**config.mk**
```make
export PLATFORM = sky130hd
export DESIGN_NAME = fft_bf_sequencer
export DESIGN_NICKNAME = d
export VERILOG_FILES = /design/src/rtl/fft_pkg.sv /design/src/rtl/fft_phase_counter.sv /design/src/rtl/fft_bf_sequencer.sv
export SDC_FILE = /design/constraint.sdc
export NUM_CORES = 1
export LEC_CHECK = 0
export CAP_MARGIN = 20
export CORE_ASPECT_RATIO = 0.5
export CORE_UTILIZATION = 53
export CTS_CLUSTER_DIAMETER = 30
export DETAILED_ROUTE_END_ITERATION = 10
export PLACE_DENSITY = 0.84
export SYNTH_ARGS = -nofsm -noshare
export SYNTH_HDL_FRONTEND = slang
export SYNTH_HIERARCHICAL = 1
export SYNTH_SLANG_ARGS = --single-unit
```
**constraint.sdc**
```tcl
create_clock -name clk -period 3.8 [get_ports clk]
set_input_delay 0.38 -clock clk [delete_from_list [all_inputs] [get_ports clk]]
set_output_delay 0.38 -clock clk [all_outputs]
set_load 0.02 [all_outputs]
```
**src/rtl/fft_pkg.sv**
```systemverilog
// Shared types and constants for the radix-2 FFT butterfly sequencer.
package fft_pkg;

    typedef enum logic [1:0] {
        ST_IDLE,
        ST_RUN,
        ST_DRAIN,
        ST_DONE
    } state_t;

    localparam int BF_PHASES = 5;

    localparam logic [2:0] PH_RD_A    = 3'd0;
    localparam logic [2:0] PH_RD_B    = 3'd1;
    localparam logic [2:0] PH_COMPUTE = 3'd2;
    localparam logic [2:0] PH_WR_A    = 3'd3;
    localparam logic [2:0] PH_WR_B    = 3'd4;

endpackage

```
**src/rtl/fft_phase_counter.sv**
```systemverilog
// Mod-BF_PHASES butterfly phase counter with enable and synchronous clear.
// The wrap flag is a plain compare of the phase register, qualified by enable.
module fft_phase_counter
    import fft_pkg::*;
(
    input  logic       clk,
    input  logic       rstn,
    input  logic       i_en,
    input  logic       i_clr,
    output logic [2:0] o_phase,
    output logic       o_wrap
);

    localparam logic [2:0] PH_LAST = 3'(BF_PHASES - 1);

    logic [2:0] r_phase;

    // Step through the butterfly phases while enabled, folding back to RD_A after WR_B.
    always_ff @(posedge clk or negedge rstn) begin
        if (!rstn) begin
            r_phase <= '0;
        end else if (i_clr) begin
            r_phase <= '0;
        end else if (i_en) begin
            r_phase <= (r_phase == PH_LAST) ? 3'd0 : r_phase + 3'd1;
        end
    end

    assign o_phase = r_phase;
    assign o_wrap  = i_en && (r_phase == PH_LAST);

endmodule

```
**src/rtl/fft_bf_sequencer.sv**
```systemverilog
// Stage/butterfly sequencer for an in-place radix-2 FFT: walks every stage and
// butterfly, drives RAM addresses, twiddle index and strobes, and inserts a
// drain gap between stages so in-flight writes retire.
module fft_bf_sequencer
    import fft_pkg::*;
#(
    parameter int LOG2N      = 5,
    parameter int PIPE_DRAIN = 2
) (
    input  logic                     clk,
    input  logic                     rstn,
    input  logic                     start,
    input  logic                     abort,
    output logic                     busy,
    output logic                     done,
    output logic [$clog2(LOG2N)-1:0] stage,
    output logic [2:0]               phase,
    output logic [LOG2N-1:0]         addr_a,
    output logic [LOG2N-1:0]         addr_b,
    output logic [LOG2N-2:0]         tw_idx,
    output logic                     rd_en,
    output logic                     wr_en,
    output logic                     sel_b
);

    localparam int SW = $clog2(LOG2N);
    localparam int KW = LOG2N - 1;
    localparam int DW = (PIPE_DRAIN > 1) ? $clog2(PIPE_DRAIN) : 1;

    localparam logic [SW-1:0] STAGE_LAST   = SW'(LOG2N - 1);
    localparam logic [KW-1:0] K_LAST       = '1;
    localparam logic [DW-1:0] DRAIN_LAST   = DW'((PIPE_DRAIN > 0) ? PIPE_DRAIN - 1 : 0);
    localparam logic [SW:0]   TW_SHIFT_TOP = (SW + 1)'(LOG2N - 1);

    state_t          r_state;
    logic [SW-1:0]   r_stage;
    logic [KW-1:0]   r_k;
    logic [DW-1:0]   r_drain;

    logic            w_run;
    logic            w_wrap;
    logic [2:0]      w_phase;
    logic [LOG2N-1:0] w_k_ext;
    logic [LOG2N-1:0] w_half;
    logic [LOG2N-1:0] w_pos;
    logic [LOG2N-1:0] w_group;
    logic [LOG2N-1:0] w_addr_a;
    logic [SW:0]      w_stage_p1;
    logic [SW:0]      w_tw_shift;
    logic [KW-1:0]    w_tw;

    assign w_run = (r_state == ST_RUN);

    fft_phase_counter u_phase (
        .clk     (clk),
        .rstn    (rstn),
        .i_en    (w_run),
        .i_clr   (abort),
        .o_phase (w_phase),
        .o_wrap  (w_wrap)
    );

    // Control FSM plus stage, butterfly and drain counters; abort clears everything.
    always_ff @(posedge clk or negedge rstn) begin
        if (!rstn) begin
            r_state <= ST_IDLE;
            r_stage <= '0;
            r_k     <= '0;
            r_drain <= '0;
        end else if (abort) begin
            r_state <= ST_IDLE;
            r_stage <= '0;
            r_k     <= '0;
            r_drain <= '0;
        end else begin
            case (r_state)
                ST_IDLE: begin
                    if (start) begin
                        r_state <= ST_RUN;
                        r_stage <= '0;
                        r_k     <= '0;
                    end
                end
                ST_RUN: begin
                    if (w_wrap) begin
                        if (r_k == K_LAST) begin
                            r_k <= '0;
                            if (r_stage == STAGE_LAST) begin
                                r_state <= ST_DONE;
                                r_stage <= '0;
                            end else if (PIPE_DRAIN == 0) begin
                                r_stage <= r_stage + 1'b1;
                            end else begin
                                r_state <= ST_DRAIN;
                                r_drain <= '0;
                            end
                        end else begin
                            r_k <= r_k + 1'b1;
                        end
                    end
                end
                ST_DRAIN: begin
                    if (r_drain == DRAIN_LAST) begin
                        r_state <= ST_RUN;
                        r_stage <= r_stage + 1'b1;
                        r_drain <= '0;
                    end else begin
                        r_drain <= r_drain + 1'b1;
                    end
                end
                ST_DONE: begin
                    r_state <= ST_IDLE;
                end
                default: begin
                    r_state <= ST_IDLE;
                end
            endcase
        end
    end

    // Butterfly k of stage s pairs addr_a with addr_a + 2^s; group/pos split k around bit s.
    assign w_k_ext    = {1'b0, r_k};
    assign w_half     = {{(LOG2N-1){1'b0}}, 1'b1} << r_stage;
    assign w_pos      = w_k_ext & (w_half - 1'b1);
    assign w_group    = w_k_ext >> r_stage;
    assign w_stage_p1 = {1'b0, r_stage} + 1'b1;
    assign w_addr_a   = (w_group << w_stage_p1) | w_pos;
    assign w_tw_shift = TW_SHIFT_TOP - {1'b0, r_stage};
    assign w_tw       = w_pos[KW-1:0] << w_tw_shift;

    assign addr_a = w_run ? w_addr_a : '0;
    assign addr_b = w_run ? (w_addr_a + w_half) : '0;
    assign tw_idx = w_run ? w_tw : '0;

    assign rd_en = w_run && ((w_phase == PH_RD_A) || (w_phase == PH_RD_B));
    assign wr_en = w_run && ((w_phase == PH_WR_A) || (w_phase == PH_WR_B));
    assign sel_b = w_run && ((w_phase == PH_RD_B) || (w_phase == PH_WR_B));

    assign busy  = w_run || (r_state == ST_DRAIN);
    assign done  = (r_state == ST_DONE);
    assign stage = r_stage;
    assign phase = w_phase;

endmodule
```
==> reports/results.tsv <==
stage	metric	value	unit
run_status	status	finished, final reports clean	
routing	via_per_inst	5.71	
critical_path	critPathLaunchType	register	
clock_tree	clk_path_buf_depth	2	
synthesis	synth_area_leaders	dfrtp_1 21%, ha_1 15%, xnor2_1 3.9%	
clock_tree	cts_tree	built	
finish	n_antenna_cell	0	
die	die_w	78.8	um
critical_path	required	3.42	ns
sta	fin_crit	3.57	ns
critical_path	cp-startpoint	stage[1]	
sta	fin_tns_setup	0	ns
critical_path	cp.arrival	3.19	ns
synthesis	syn_area	1560	um^2
synthesis	synthFlopType	dfrtp_1	
routing	drt-total-wl	3740	um
clock_tree	clk_pin_slew_worst_paths	0.06	ns
synthesis	yosysWarnings	6	
sta	final_hold_viol_count	0	
sta	setup-violations-final	0	
power_and_ir_drop	cellLeakagePower	0.870	nW
routing	drt_iter0_markers	72	
die	io_pins	29	
routing	ant_nets	0	
clock_tree	cts_max_level	1	
sta	fin_crit_sh	93.8	%
critical_path	path_max_fanout	6	
synthesis	async_flop_share	100	%
synthesis	synthCells	179	
global_routing	overflow	0	
synthesis	syn_avg_cell_area	8.74	um^2
critical_path	crit-reg2reg-launch	r_state[1]	
clock_tree	cts_hold_buf	0	
place	port_buffers	28	
die	start_util	57.9	%
global_routing	antenna_found_initial	0	
die	die_area	3190	um^2
sta	relSlewSlack	59.7	%
clock_tree	clkSinkCount	13	
critical_path	crit_path_end_kind	primary output	
routing	drc	0	
sta	max_freq	280	MHz
sta	rsz0062_at_grt	no	
synthesis	yosys.area.top_type_share	20.8	%
die	die_h	40.4	um
routing	wl_per_cell	14.9	um
synthesis	synth_cell_types	53	
global_routing	grt_use_total	24.2	%
clock_tree	cts_buffers	3	
synthesis	yosysMostFrequentCell	ha_1	
synthesis	syn_nets	203	
finish	nNetsFinal	239	
power_and_ir_drop	ir_drop	0.000525	V
clock_tree	clock_latency	0.24	ns
finish	area_growth	26.0	%
synthesis	synth-seq-cells	13	
global_routing	grt_max_degree	20	
flow_run	timing.max_cap.violations	0	
die	placementRows	13	
place	placed_area	1920	um^2
die	core-area	2700	um^2
routing	num_vias	1432	
place	gp_congestion	0.837	
sta	slew_viol_final	0	
sta	worst_clock_skew	0.00342	ns
sta	worstMarginPinSlew	0.602	ns
synthesis	ys_top_cells_by_count	19 x ha_1, 15 x nor2_1, 13 x dfrtp_1	
routing	dr.pass1.iters	4	
synthesis	ys_seq_area_share	20.8	%
critical_path	crit_type	reg -> out	
power_and_ir_drop	power_density	542	nW/um^2
synthesis	synth-edff-count	0	
finish	fin_area	1970	um^2
global_routing	grt_first_pass_wirelength	5710	um
finish	drive_above_1_share	16.8	%
synthesis	synth_top_cell_by_area	dfrtp_1	
clock_tree	cts-root-buf	clkbuf_8	
global_routing	grt_pass1_vias	1232	
place	place_hpwl	2850	um
hold_path	hp-class	in -> async	
-- placed cells by master (no fill, tap or decap), drive strengths merged, types with 3 or more instances in the layout --
cell	count
o21ai	8
inv	13
ha	19
a21o	3
a211oi	4
nand2b	11
nor2b	3
clkdlybuf4s50	26
mux2	4
dfrtp	13
xnor2	7
mux2i	5
nand3	4
nor2	17
nor3	7
nand2	9
buf	9
a31oi	4
and2	5
clkbuf	5
a21oi	9
-- path summary, 6_finish.rpt --
path	end	slack, ns	cells past startpoint
hold reg to reg	r_drain	0.59	2
setup reg to reg	r_k[3]	1.60	9
hold / removal	r_state[1]	0.52	1
max in group asynchronous	r_drain	2.89	1
setup / recovery	addr_b[4]	0.23	13
min in group clk	r_drain	0.59	2
-- per-stage QoR --
step / total power [mW] / setup slack [ns] / instances / util, % / hold WS [ns]
global placement: 0.915 / 0.185 / 247 / 71.1 / 0.569
CTS: 1.06 / 0.0744 / 251 / 72.8 / 0.546
finish: 1.07 / 0.234 / 251 / 73.0 / 0.515
floorplan: 0.724 / 0.309 / 179 / - / 0.0844
global route: 1.14 / 0.0759 / 251 / 73.0 / 0.571
detailed placement: 0.934 / 0.0687 / 247 / 71.1 / 0.574
-- state kept, by name, indices dropped and copies added, names as in the netlist --
name             flops
r_drain              1
u_phase/o_phase      3
r_k                  4
stage                3
r_state              2
-- area by class of cell --
class / instances / area (um^2)
clock buffer: 4 / 45.0
fill: 212 / 729
inverter: 13 / 48.8
multi-input combinational: 147 / 1160
sequential: 13 / 325
tap: 37 / 46.3
timing repair buffer: 37 / 345
-- cell families (layout without fill, tap and decap cells) --
kind of cell    Yosys count  in the layout  share of synthesized area (%)
xor+xnor                  9              9                           5.04
mux                       9              9                           6.80
flops                    13             13                           20.8
fa+ha+maj                20             20                           16.5
buf+inv                  19             54                           5.52
compound gates           43             43                           21.0
simple gates             66             66                           24.4
-- power by group --
group          switching (mW)  internal [mW]
logic                   0.402          0.323
registers              0.0480          0.170
clock network          0.0502         0.0741
-- critical path: stages, from the launching register on --
cell and delay [ns]:
dfrtp_1 0.43, ha_1 0.21, ha_1 0.33, nand2b_1 0.15, nor2_1 0.07, a31o_1 0.22
ha_1 0.21, fa_1 0.40, a21o_1 0.19, a21oi_1 0.16, xor2_1 0.21, xnor2_1 0.15
nor2_1 0.06, clkbuf_2 0.16
-- metal layers --
metal  wire length, um  vias up  GRT usage [%]
li1                  -      707              -
met1              1770      692           30.7
met2              1810       31           45.7
met3               150        2           4.09
met4                13        0           4.09
met5                 0        -              0
-- timing repair --
item / CTS / global route
setup endpoints to repair: 1 / 2
buffers inserted: 0 / 0
resized for setup: 1 / 4
gates cloned: 0 / 0
(Power assumes the default switching activity.)
